**src/rtl/nn_pkg.sv**
```systemverilog
// ============================================================================
// Module : nn_pkg
// Brief  : Shared FSM encoding, default geometry and the requantize helper
//          for nn_result_writer.
// Rev    : 1.0
// ============================================================================
`default_nettype none

package nn_pkg;

   localparam int DEF_ACC_W     = 16;
   localparam int DEF_DATA_W    = 16;
   localparam int DEF_N_MACS    = 4;
   localparam int DEF_N         = 4;
   localparam int DEF_BRAM_W    = 64;
   localparam int DEF_MEM_DEPTH = 256;
   localparam int DEF_SHIFT     = 0;

   localparam int EPW    = DEF_BRAM_W / DEF_DATA_W;
   localparam int WORDS  = DEF_N / EPW;
   localparam int GROUPS = DEF_N / DEF_N_MACS;

   typedef enum logic [1:0] {
      S_IDLE    = 2'd0,
      S_COLLECT = 2'd1,
      S_WRITE   = 2'd2,
      S_DONE    = 2'd3
   } state_t;

   // Arithmetic shift then clamp into a signed data_w range; no ReLU here.
   function automatic logic signed [63:0] sat_shift(
      input logic signed [63:0] acc,
      input int                 shift,
      input int                 data_w
   );
      logic signed [63:0] y;
      logic signed [63:0] hi;
      logic signed [63:0] lo;
      y  = acc >>> shift;
      hi = (64'sd1 <<< (data_w - 1)) - 64'sd1;
      lo = -(64'sd1 <<< (data_w - 1));
      if (y > hi)
         return hi;
      else if (y < lo)
         return lo;
      return y;
   endfunction

endpackage

`default_nettype wire

```
**src/rtl/nn_requant_lane.sv**
```systemverilog
// ============================================================================
// Module : nn_requant_lane
// Brief  : Combinational requantizer for one accumulator lane (shift, ReLU
//          when NN_RELU_EN is defined, saturate).
// Rev    : 1.0
// ============================================================================
`default_nettype none

module nn_requant_lane
   import nn_pkg::*;
#(
   parameter int ACC_W  = DEF_ACC_W,
   parameter int DATA_W = DEF_DATA_W,
   parameter int SHIFT  = DEF_SHIFT
) (
   input  logic [ACC_W-1:0]  i_acc,
   output logic [DATA_W-1:0] o_q
);

   logic signed [63:0] w_ext;

`ifdef NN_RELU_EN
   // Clamping the input is equivalent: the shift never changes the sign.
   assign w_ext = i_acc[ACC_W-1] ? 64'sd0 : 64'(i_acc);
`else
   assign w_ext = {{(64-ACC_W){i_acc[ACC_W-1]}}, i_acc};
`endif

   assign o_q = DATA_W'(sat_shift(w_ext, SHIFT, DATA_W));

endmodule

`default_nettype wire

```
**src/rtl/nn_result_writer.sv**
```systemverilog
// ============================================================================
// Module : nn_result_writer
// Brief  : Collects MAC lane results, requantizes, packs and writes them to
//          the input BRAM. Optional ReLU via macro NN_RELU_EN.
// Rev    : 1.0
// ============================================================================
`default_nettype none

module nn_result_writer
   import nn_pkg::*;
#(
   parameter int ACC_W     = DEF_ACC_W,
   parameter int DATA_W    = DEF_DATA_W,
   parameter int N_MACS    = DEF_N_MACS,
   parameter int N         = DEF_N,
   parameter int BRAM_W    = DEF_BRAM_W,
   parameter int MEM_DEPTH = DEF_MEM_DEPTH,
   parameter int SHIFT     = DEF_SHIFT,
   parameter int ADDR_W    = $clog2(MEM_DEPTH)
) (
   input  logic                     clk,
   input  logic                     rst,
   input  logic                     i_clear,
   input  logic                     i_start,
   input  logic [ADDR_W-1:0]        i_base_addr,
   input  logic [N_MACS*ACC_W-1:0]  i_acc_in,
   input  logic [N_MACS-1:0]        i_valid_in,
   output logic                     o_wr_en,
   output logic                     o_wr_we,
   output logic [ADDR_W-1:0]        o_wr_addr,
   output logic [BRAM_W-1:0]        o_wr_data,
   output logic                     o_busy,
   output logic                     o_layer_done,
   output logic                     o_err
);

   localparam int C_EPW    = BRAM_W / DATA_W;
   localparam int C_WORDS  = N / C_EPW;
   localparam int C_GROUPS = N / N_MACS;
   localparam int C_GC_W   = $clog2(C_GROUPS + 1);
   localparam int C_WC_W   = (C_WORDS > 1) ? $clog2(C_WORDS) : 1;
   localparam int C_SI_W   = (N > 1) ? $clog2(N) : 1;

   logic [DATA_W-1:0] w_q [N_MACS];
   logic [N_MACS-1:0] w_seen_nx;
   logic              w_bad_valid;

   state_t            r_state;
   logic [C_GC_W-1:0] r_grp_cnt;
   logic [N_MACS-1:0] r_seen;
   logic [DATA_W-1:0] r_slot [N];
   logic [ADDR_W-1:0] r_addr;
   logic [C_WC_W-1:0] r_word;
   logic              r_busy;
   logic              r_done;
   logic              r_err;

   generate
      for (genvar gi = 0; gi < N_MACS; gi++) begin : g_lane
         nn_requant_lane #(
            .ACC_W  (ACC_W),
            .DATA_W (DATA_W),
            .SHIFT  (SHIFT)
         ) u_lane (
            .i_acc (i_acc_in[gi*ACC_W +: ACC_W]),
            .o_q   (w_q[gi])
         );
      end
   endgenerate

   assign w_seen_nx   = r_seen | i_valid_in;
   // Lanes outside COLLECT are lost; a repeat lane in COLLECT overwrites.
   assign w_bad_valid = (|i_valid_in) &&
                        ((r_state != S_COLLECT) || (|(i_valid_in & r_seen)));

   always_ff @(posedge clk or posedge rst) begin
      if (rst) begin
         r_state   <= S_IDLE;
         r_grp_cnt <= '0;
         r_seen    <= '0;
         r_addr    <= '0;
         r_word    <= '0;
         r_busy    <= 1'b0;
         r_done    <= 1'b0;
         r_err     <= 1'b0;
         for (int s = 0; s < N; s++)
            r_slot[s] <= '0;
      end else if (i_clear) begin
         r_state   <= S_IDLE;
         r_grp_cnt <= '0;
         r_seen    <= '0;
         r_word    <= '0;
         r_busy    <= 1'b0;
         r_done    <= 1'b0;
         r_err     <= 1'b0;
         for (int s = 0; s < N; s++)
            r_slot[s] <= '0;
      end else begin
         r_done <= 1'b0;
         if (w_bad_valid)
            r_err <= 1'b1;

         case (r_state)
            S_IDLE: begin
               if (i_start) begin
                  r_state   <= S_COLLECT;
                  r_busy    <= 1'b1;
                  r_addr    <= i_base_addr;
                  r_grp_cnt <= '0;
                  r_seen    <= '0;
                  r_word    <= '0;
               end
            end

            S_COLLECT: begin
               for (int i = 0; i < N_MACS; i++) begin
                  if (i_valid_in[i])
                     r_slot[C_SI_W'(int'(r_grp_cnt) * N_MACS + i)] <= w_q[i];
               end
               if (&w_seen_nx) begin
                  r_seen    <= '0;
                  r_grp_cnt <= r_grp_cnt + C_GC_W'(1);
                  if (r_grp_cnt == C_GC_W'(C_GROUPS - 1))
                     r_state <= S_WRITE;
               end else begin
                  r_seen <= w_seen_nx;
               end
            end

            S_WRITE: begin
               r_addr <= (r_addr == ADDR_W'(MEM_DEPTH - 1)) ? '0 : r_addr + ADDR_W'(1);
               r_word <= r_word + C_WC_W'(1);
               if (r_word == C_WC_W'(C_WORDS - 1)) begin
                  r_state <= S_DONE;
                  r_busy  <= 1'b0;
                  r_done  <= 1'b1;
               end
            end

            S_DONE: begin
               r_state <= S_IDLE;
            end

            default: begin
               r_state <= S_IDLE;
            end
         endcase
      end
   end

   always_comb begin
      o_wr_data = '0;
      if (r_state == S_WRITE) begin
         for (int e = 0; e < C_EPW; e++)
            o_wr_data[e*DATA_W +: DATA_W] = r_slot[C_SI_W'(int'(r_word) * C_EPW + e)];
      end
   end

   assign o_wr_en      = (r_state == S_WRITE);
   assign o_wr_we      = (r_state == S_WRITE);
   assign o_wr_addr    = (r_state == S_WRITE) ? r_addr : '0;
   assign o_busy       = r_busy;
   assign o_layer_done = r_done;
   assign o_err        = r_err;

endmodule

`default_nettype wire

```
**config.mk**
```make
export PLATFORM = sky130hd
export DESIGN_NAME = nn_result_writer
export DESIGN_NICKNAME = d
export VERILOG_FILES = /design/src/rtl/nn_pkg.sv /design/src/rtl/nn_requant_lane.sv /design/src/rtl/nn_result_writer.sv
export SDC_FILE = /design/constraint.sdc
export NUM_CORES = 1
export LEC_CHECK = 0
export CORE_AREA = 8 8 92 94
export DETAILED_ROUTE_END_ITERATION = 6
export DIE_AREA = 0 0 100 102
export MAX_ROUTING_LAYER = met4
export PLACE_DENSITY = 0.85
export SLEW_MARGIN = 20
export SYNTH_ARGS = -nofsm -noshare
export SYNTH_HDL_FRONTEND = slang
export SYNTH_SLANG_ARGS = --single-unit
```
**constraint.sdc**
```tcl
create_clock -name clk -period 2.84 [get_ports clk]
set_clock_uncertainty 0.1 [all_clocks]
set_input_delay 0.284 -clock clk [delete_from_list [all_inputs] [get_ports clk]]
set_output_delay 0.284 -clock clk [all_outputs]
set_load 0.02 [all_outputs]
```
======== After elaboration in Yosys (flattened, before gate mapping) ========
Cells that the tools add are included.
cells by class
  add/sub/neg operators ................... 9
  order comparisons ....................... 17
  eq/ne operators ......................... 10
  muxes and demuxes ....................... 80
  bitwise operators ....................... 9
  reduce and logical (&&, ||, !) cells .... 20
operator list
  cell                                                                                 number
  64-bit 2-to-1 mux                                                                    13
  16-bit 2-to-1 mux                                                                    21
  64-bit bitwise mux                                                                   3
  16-bit binary-select mux with 2-bit select                                           3
  16-bit demux with 2-bit select                                                       3
  16-bit > comparator, second input constant                                           4
  16-bit less-than comparator, second input constant                                   4
  8-bit 2-to-1 mux                                                                     3
  1-bit 2-to-1 mux                                                                     20
  2-bit by 3-bit greater-or-equal comparator with 1-bit output, second input constant  6
  8-bit one-hot mux with 2 select lines                                                1
  4-bit 2-to-1 mux                                                                     3
  3-bit != test, second input constant                                                 4
  2-bit inverter                                                                       6
  2-bit 2-to-1 mux                                                                     5
  3-bit AND reduction                                                                  3
  1-bit by 1-bit adder with 2-bit output, both inputs constant                         4
  8-bit by 1-bit adder with 8-bit output, second input constant                        1
  8-bit == test, second input constant                                                 1
  2-bit one-hot mux with 4 select lines                                                1
  4-bit one-hot mux with 2 select lines                                                1
  4-bit AND reduction                                                                  2
  4-bit OR reduction                                                                   2
  2-bit by 1-bit less-than comparator with 1-bit output, second input constant         3
  16 further kinds                                                                     28
storage, ports and cells
  register bits ........................... 83
  input port bits ......................... 80
  output and inout bits ................... 77
  word-level logic and storage cells ...... 157

======== Logic depth before layout (Yosys ltp) ========
Gate-level depths: netlist (run 1).
  depth after elaboration ................. 19
  gate-level depth with buffers ........... 8
  mapped depth without buffers ............ 6

======== By module ========
Synthesis (run 1) repeated with hierarchy kept, for this count alone.
unflattened totals
  cell total of the unflattened synthesis .. 368
  area, all modules ....................... 2982.9 sq um
modules (own cells, without submodules)
  module            instances  cells an instance  area an instance (sq um)  seq. area each (sq um)
  nn_result_writer  1          336                2862.7                    1276.2
  nn_requant_lane   2          16                 60.1                      0.0

======== Worst setup path after synthesis (run 1) ========
No wires, ideal clock.
  path kind ............................... register -> output
  start point ............................. reg r_state[0]
  end point ............................... out o_wr_data[10]
  arrival time ............................ 1.632 ns
  required time ........................... 2.456 ns
  path slack .............................. 0.824 ns
  cell stages (with the launch flop) ...... 6
  buffers on the path ..................... 2
  cells stage by stage .................... dfrtp_1 inv_1 ha_1 buf_2 clkbuf_1 and2_1
on the way
  longest elaborated chain between the ends .. 2
ends and longest elaborated chain
  element                 line                     source
  start, declared         nn_result_writer.sv:48   state_t r_state;
  start signal, assigned  nn_result_writer.sv:78   r_state <= S_IDLE;
  start signal, assigned  nn_result_writer.sv:89   r_state <= S_IDLE;
  start signal, assigned  nn_result_writer.sv:106  r_state <= S_COLLECT;
  2-bit == test           -
  net o_wr_en             nn_result_writer.sv:28   output logic o_wr_en,
  64-bit 2-to-1 mux       nn_result_writer.sv:153  if (r_state == S_WRITE) begin
  end, declared           nn_result_writer.sv:31   output logic [BRAM_W-1:0] o_wr_data,
The timed path passes the listed nets, and every way through them passes these cells.

======== Worst setup path in the final report (run 1) ========
  start point ............................. reg r_state[0]
  end point ............................... out o_wr_data[15]
on the way
  longest elaborated chain between the ends .. 2
ends and longest elaborated chain
  element            line
  2-bit == test      nn_result_writer.sv:153
  64-bit 2-to-1 mux  nn_result_writer.sv:153
No other way between the ends.

==> flow_metrics.env, run 1 <==
export IMPL_status="finished clean"
export IMPL_fin_nets=500
export IMPL_hp_class="in -> async"
export IMPL_p_per_area_nw_per_um2=669
export IMPL_reg2reg_slack_ps=630
export IMPL_synth_seq_area_share=0.438
export IMPL_switching_share=0.376
export IMPL_drtIter0Drc=116
export IMPL_drv_slew=0
export IMPL_ys_flop_type="dfrtp_1"
export IMPL_path_delay_family="buffers and inverters"
export IMPL_finalCriticalPeriod_ps=2660
export IMPL_pwr_share_clk=0.186
export IMPL_cts_tree="built"
export IMPL_hold_viol_final=0
export IMPL_synth_area_um2=2910
export IMPL_routed_wl_um=7260
export IMPL_max_stage_delay_ps=630
export IMPL_p_comb_frac=0.414
export IMPL_ff2ff_path_depth=6
export IMPL_nFillCells=654
export IMPL_overflow=0
export IMPL_yosysWarnings=0
export IMPL_floorplan_rows=31
export IMPL_fp_dieH_um=102
export IMPL_postCtsSetupRepairBufs=0
export IMPL_crit_chain="inv_1 > ha_4 > buf_12 > and2_1 > clkdlybuf4s50_1"
export IMPL_cts_path_max_buffers=2
export IMPL_vias=2437
export IMPL_tns_ps=0
export IMPL_internal_power_w=0.00162
export IMPL_critical_path_class="reg -> out"
export IMPL_final_cell_area_um2=3890
export IMPL_grt_max_degree=44
export IMPL_grt_pass1_wl_um=11900
export IMPL_worst_path_max_delay_cell="clkdlybuf4s50_1"
export IMPL_ys_ff_latch=51
export IMPL_setup_viol=0
export IMPL_netlist_top_cells_count="nand2_1, dfrtp_1, a21oi_1"
export IMPL_drtPass1Iterations=4
export IMPL_yosysTopAreaCell="dfrtp_1"
export IMPL_synthCells=333
export IMPL_cp_num_buf_inv=3
export IMPL_syn_area_per_cell_um2=8.75
export IMPL_cts_sinks=51
export IMPL_leakage_nw=1.64
export IMPL_synthDistinctLibCells=48
export IMPL_r2r_start="r_state[0]"
export IMPL_hold_buffers=0
export IMPL_irDropWorstVdd_mv=0.437
export IMPL_whs_ps=259
export IMPL_antenna_left=0
export IMPL_htreeDepth=2
export IMPL_antenna_found_initial=0
export IMPL_power_frac_seq=0.400
export IMPL_drcViolationCount=0
export IMPL_crit_required_ps=2460
export IMPL_worst_ep_arrival_time_ps=2270
export IMPL_drive_above_1_share=0.0529
export IMPL_post_route_period_util=0.936
export IMPL_relSlewSlack=0.480
export IMPL_core_area_um2=7060
export IMPL_ys_top_cells_by_area="dfrtp_1, and2_1, buf_4, nand2_1, a21oi_1"
export IMPL_grt_pass1_vias=2454
export IMPL_clock_latency_ps=290
export IMPL_numCtsBuffers=5
export IMPL_start_util=0.413
export IMPL_critPathLaunchType="flop"
export IMPL_die_w_um=100
export IMPL_root_buffer="clkbuf_8"
export IMPL_finalWeightedCongestion=0.789
export IMPL_layout_cells_non_filler=515
export IMPL_post_synth_top_count_cell="nand2_1"
export IMPL_diodes=0
export IMPL_drv_cap=0
export IMPL_grt_setup_unrepaired="false"
export IMPL_worst_slew_pin_slew_ps=781
export IMPL_synthArstFlopShare=1.00
export IMPL_wl_per_cell_um=14.1
export IMPL_die_area_um2=10200
export IMPL_via_per_inst=4.73
export IMPL_syn2layout_area_growth_pct=33.5
export IMPL_placed_cells=508
export IMPL_pin_count=157
export IMPL_switchingPower_w=0.000978
export IMPL_dpl_instance_area_um2=3770
export IMPL_fmax_mhz=376
export IMPL_r2r_end="r_state[0]"
export IMPL_port_buffers=92
export IMPL_clk_pin_slew_worst_paths_ps=90
export IMPL_grt_usage=0.146
export IMPL_dp_hpwl_um=5540
export IMPL_cp_max_fo=33
export IMPL_synth_top_cell_area_share=0.438
export IMPL_synth_edf_count=0
export IMPL_crit_path_end_kind="primary output"
==> tightest hold or removal path, cell delays in order <==
cell	delay, ps
clkdlybuf4s50_1	420
inv_2	60
buf_4	290
==> sequential cells by signal, summed over array words and instances, names as in the netlist <==
name	count
r_slot	32
r_addr	8
r_seen	4
r_state	2
o_busy	1
o_err	1
o_layer_done	1
r_grp_cnt	1
r_word	1
==> layer usage <==
layer	up-vias	track usage	wire, µm
met5	-	-	0
met4	0	0.0337	49
met1	1140	0.167	3010
met3	5	0.0409	525
met2	92	0.248	3680
li1	1200	-	-
==> power groups by stage <==
stage / combinational [W] / sequential [W] / clock (W)
CTS: 0.00109 / 0.00104 / 0.000502
global placement: 0.00104 / 0.00104 / 0
detailed placement: 0.00108 / 0.00105 / 0
global route: 0.00120 / 0.00107 / 0.000534
finish: 0.00108 / 0.00104 / 0.000484
floorplan: 0.000789 / 0.00102 / 0
==> cell families (layout without fill, tap and decap cells) <==
logic type | Yosys count | after routing | synth area share
flip-flops | 51 | 51 | 0.438
buffers and inverters | 58 | 110 | 0.125
multiplexers | 4 | 4 | 0.0159
AND/OR/NAND/NOR | 143 | 143 | 0.246
other | 1 | 32 | 0.00129
AO/OA/AOI/OAI | 72 | 72 | 0.156
adder cells (fa/ha/maj) | 4 | 4 | 0.0172
==> worst max path at each step <==
stage,start,to,slack [ps],depth (start not counted)
4_1_cts,r_state[0],o_wr_data[29],160,5
3_3_place_gp,r_state[0],o_wr_data[15],350,5
3_5_place_dp,r_state[0],o_wr_data[15],300,5
6_report,r_state[0],o_wr_data[15],180,5
5_1_grt,r_state[0],o_wr_data[9],60,5
2_1_floorplan,r_state[0],o_wr_data[10],820,5
==> layout make-up <==
cell class / count / area, µm² / area share
multi-input combinational: 255 / 1400 / 0.360
sequential: 51 / 1280 / 0.328
timing repair buffer: 96 / 958 / 0.247
tap: 99 / 124 / 0.0319
clock buffer: 6 / 72.6 / 0.0187
clock inverter: 1 / 30.0 / 0.00772
inverter: 7 / 26.3 / 0.00676
==> placed cells by master, fill, tap and decap left out, drive strengths merged, types with 4 or more instances in the layout <==
| cell type | netlist | routed |
|---|---|---|
| nor2 | 12 | 12 |
| nand2 | 68 | 68 |
| clkdlybuf4s50 | 0 | 91 |
| o21ai | 8 | 8 |
| buf | 45 | 5 |
| dfrtp | 51 | 51 |
| nand2b | 4 | 4 |
| conb | 1 | 32 |
| ha | 4 | 4 |
| a21oi | 46 | 46 |
| inv | 7 | 7 |
| and2 | 42 | 42 |
| clkbuf | 6 | 6 |
==> stage by stage <==
| step | utilization | worst slack, ps | total power [W] |
|---|---|---|---|
| floorplan | - | 824 | 0.00181 |
| global placement | 0.535 | 354 | 0.00208 |
| detailed placement | 0.535 | 299 | 0.00213 |
| CTS | 0.551 | 156 | 0.00263 |
| global route | 0.551 | 60.7 | 0.00280 |
| finish | 0.551 | 183 | 0.00260 |
==> repair_timing <==
action | 4_1_cts | 5_1_grt
setup endpoints to repair | 22 | 0
hold endpoints to repair | 0 | 0
gates resized for setup | 1 | 0
No activity file was read; power rests on OpenSTA's default activity.
==> run 2: changes to the inputs <==
--- a/config.mk
+++ b/config.mk
@@ -10,6 +10,7 @@
 export DIE_AREA = 0 0 100 102
 export MAX_ROUTING_LAYER = met4
 export PLACE_DENSITY = 0.85
+export SETUP_SLACK_MARGIN = 0.4
 export SLEW_MARGIN = 20
 export SYNTH_ARGS = -nofsm -noshare
 export SYNTH_HDL_FRONTEND = slang
==> run 2 against run 1 <==
Combinational power hardly changed. Power is 0.18% higher. Maximum frequency is 13% higher. Critical path depth is 1 lower. Sequential cell count stayed put. Critical path type unchanged. Sequential power hardly changed. Via count stayed put. Final area is 0.35% lower.
==> flow_metrics.env, run 2 (synthesis results as in run 1) <==
export IMPL_crit_chain="inv_1 > ha_4 > and2_1 > clkdlybuf4s50_1"
export IMPL_hold_buffers=0
export IMPL_root_buffer="clkbuf_8"
export IMPL_floorplan_rows=31
export IMPL_final_cell_mix="nand2_1, clkdlybuf4s50_1, dfrtp_1"
export IMPL_status="finished clean"
export IMPL_drv_cap=0
export IMPL_post_route_period_util=0.829
export IMPL_regMostFlops="r_slot"
export IMPL_cts_tree="built"
export IMPL_clock_latency_ps=290
export IMPL_grt_setup_unrepaired="false"
export IMPL_p_per_area_nw_per_um2=673
export IMPL_worst_slew_pin_slew_ps=797
export IMPL_port_buffers=92
export IMPL_drive_above_1_share=0.0619
export IMPL_drv_slew=0
export IMPL_top_regs="r_slot (32), r_addr (8), r_seen (4)"
export IMPL_antenna_found_initial=0
export IMPL_regArea_um2=1280
export IMPL_htreeDepth=2
export IMPL_die_w_um=100
export IMPL_whs_ps=257
export IMPL_clk_pin_slew_worst_paths_ps=90
export IMPL_grt_pass1_wl_um=12000
export IMPL_critical_path_class="reg -> out"
export IMPL_overflow=0
export IMPL_routed_wl_um=7350
export IMPL_die_area_um2=10200
export IMPL_leakage_nw=1.86
export IMPL_tns_ps=0
export IMPL_multiInputGateArea_um2=1400
export IMPL_finalCriticalPeriod_ps=2350
export IMPL_crit_required_ps=2460
export IMPL_antenna_left=0
export IMPL_hp_class="in -> async"
export IMPL_cts_path_max_buffers=2
export IMPL_numCtsBuffers=5
export IMPL_diodes=0
export IMPL_dp_hpwl_um=5540
export IMPL_setup_viol=0
export IMPL_crit_path_end_kind="primary output"
export IMPL_max_stage_delay_ps=610
export IMPL_drcViolationCount=0
export IMPL_cts_sinks=51
export IMPL_fmax_mhz=425
export IMPL_grt_max_degree=44
export IMPL_reg2reg_slack_ps=700
export IMPL_via_per_inst=4.70
export IMPL_syn2layout_area_growth_pct=33.0
export IMPL_wl_per_cell_um=14.2
export IMPL_largest_register_ffs=32
export IMPL_core_area_um2=7060
export IMPL_critPathLaunchType="flop"
export IMPL_layout_commonest_cell="nand2_1"
export IMPL_pin_count=157
export IMPL_worst_path_max_delay_cell="clkdlybuf4s50_1"
export IMPL_worst_ep_arrival_time_ps=1970
export IMPL_grt_usage=0.148
export IMPL_vias=2437
export IMPL_grt_pass1_vias=2476
export IMPL_relSlewSlack=0.468
export IMPL_irDropWorstVdd_mv=0.443
export IMPL_hold_viol_final=0
export IMPL_finalWeightedCongestion=0.789
export IMPL_drtPass1Iterations=4
export IMPL_start_util=0.413
export IMPL_cp_max_fo=9
export IMPL_nFillCells=668
export IMPL_fin_nets=504
export IMPL_fp_dieH_um=102
export IMPL_drtIter0Drc=125
==> run 2: cell types whose count changed in the layout (fill, tap and decap cells not counted), sizes merged <==
cell	previous run	this run
clkdlybuf4s50	91	53
dlymetal6s2s	0	1
buf	5	9
dlygate4sd2	0	37
==> run 2: report_power, final <==
group | switching (W) | leakage [nW] | internal, W
logic | 0.000606 | 1.13 | 0.000472
clock network | 0.000228 | 0.0513 | 0.000259
registers | 0.000153 | 0.677 | 0.000888
==> run 2: layout make-up <==
class | instances | area share
sequential | 51 | 0.329
multi-input combinational | 255 | 0.361
clock buffer | 6 | 0.0187
timing repair buffer | 100 | 0.244
tap | 99 | 0.0320
inverter | 7 | 0.00678
clock inverter | 1 | 0.00775
==> run 2: timing repair <==
action / CTS / global route
setup endpoints to repair: 42 / 1
gates resized for setup: 38 / 1
pin swaps: 1 / 0
buffers inserted: 4 / 0
==> run 2: metal layers <==
metal | vias to the layer above | share of wire | global-route usage
met5 | - | 0 | -
met4 | 0 | 0.0067 | 0.0291
met3 | 5 | 0.068 | 0.0409
met2 | 80 | 0.51 | 0.257
met1 | 1146 | 0.42 | 0.168
li1 | 1206 | - | -
==> run 2: critical path, delay by kind of cell, from the launching register on <==
family	cells	cell delay, ps
and+or+nand+nor	1	180
adders and majority gates	1	230
buffers and inverters	2	790
DFF	1	480
==> run 2: worst paths after layout <==
| path | from | end | cells after the start |
|---|---|---|---|
| worst max-delay path | r_state[0] | o_wr_addr[2] | 4 |
| worst min-delay path | rst | r_addr[3] | 3 |
| worst max register to register | r_state[0] | r_addr[3] | 6 |
| worst min register to register | r_slot[58] | r_slot[58] | 2 |
| max in group asynchronous | rst | r_slot[62] | 3 |
| min in group clk | r_slot[58] | r_slot[58] | 2 |
==> run 2: through the flow <==
stage	cells	setup slack [ps]	instance area, µm²	util	power [W]
3_5_place_dp	508	299	3770	0.535	0.00213
5_1_grt	519	401	3870	0.549	0.00280
2_1_floorplan	364	824	3030	-	0.00181
3_3_place_gp	508	354	3770	0.535	0.00208
4_1_cts	519	344	3870	0.548	0.00263
6_report	519	487	3870	0.549	0.00261
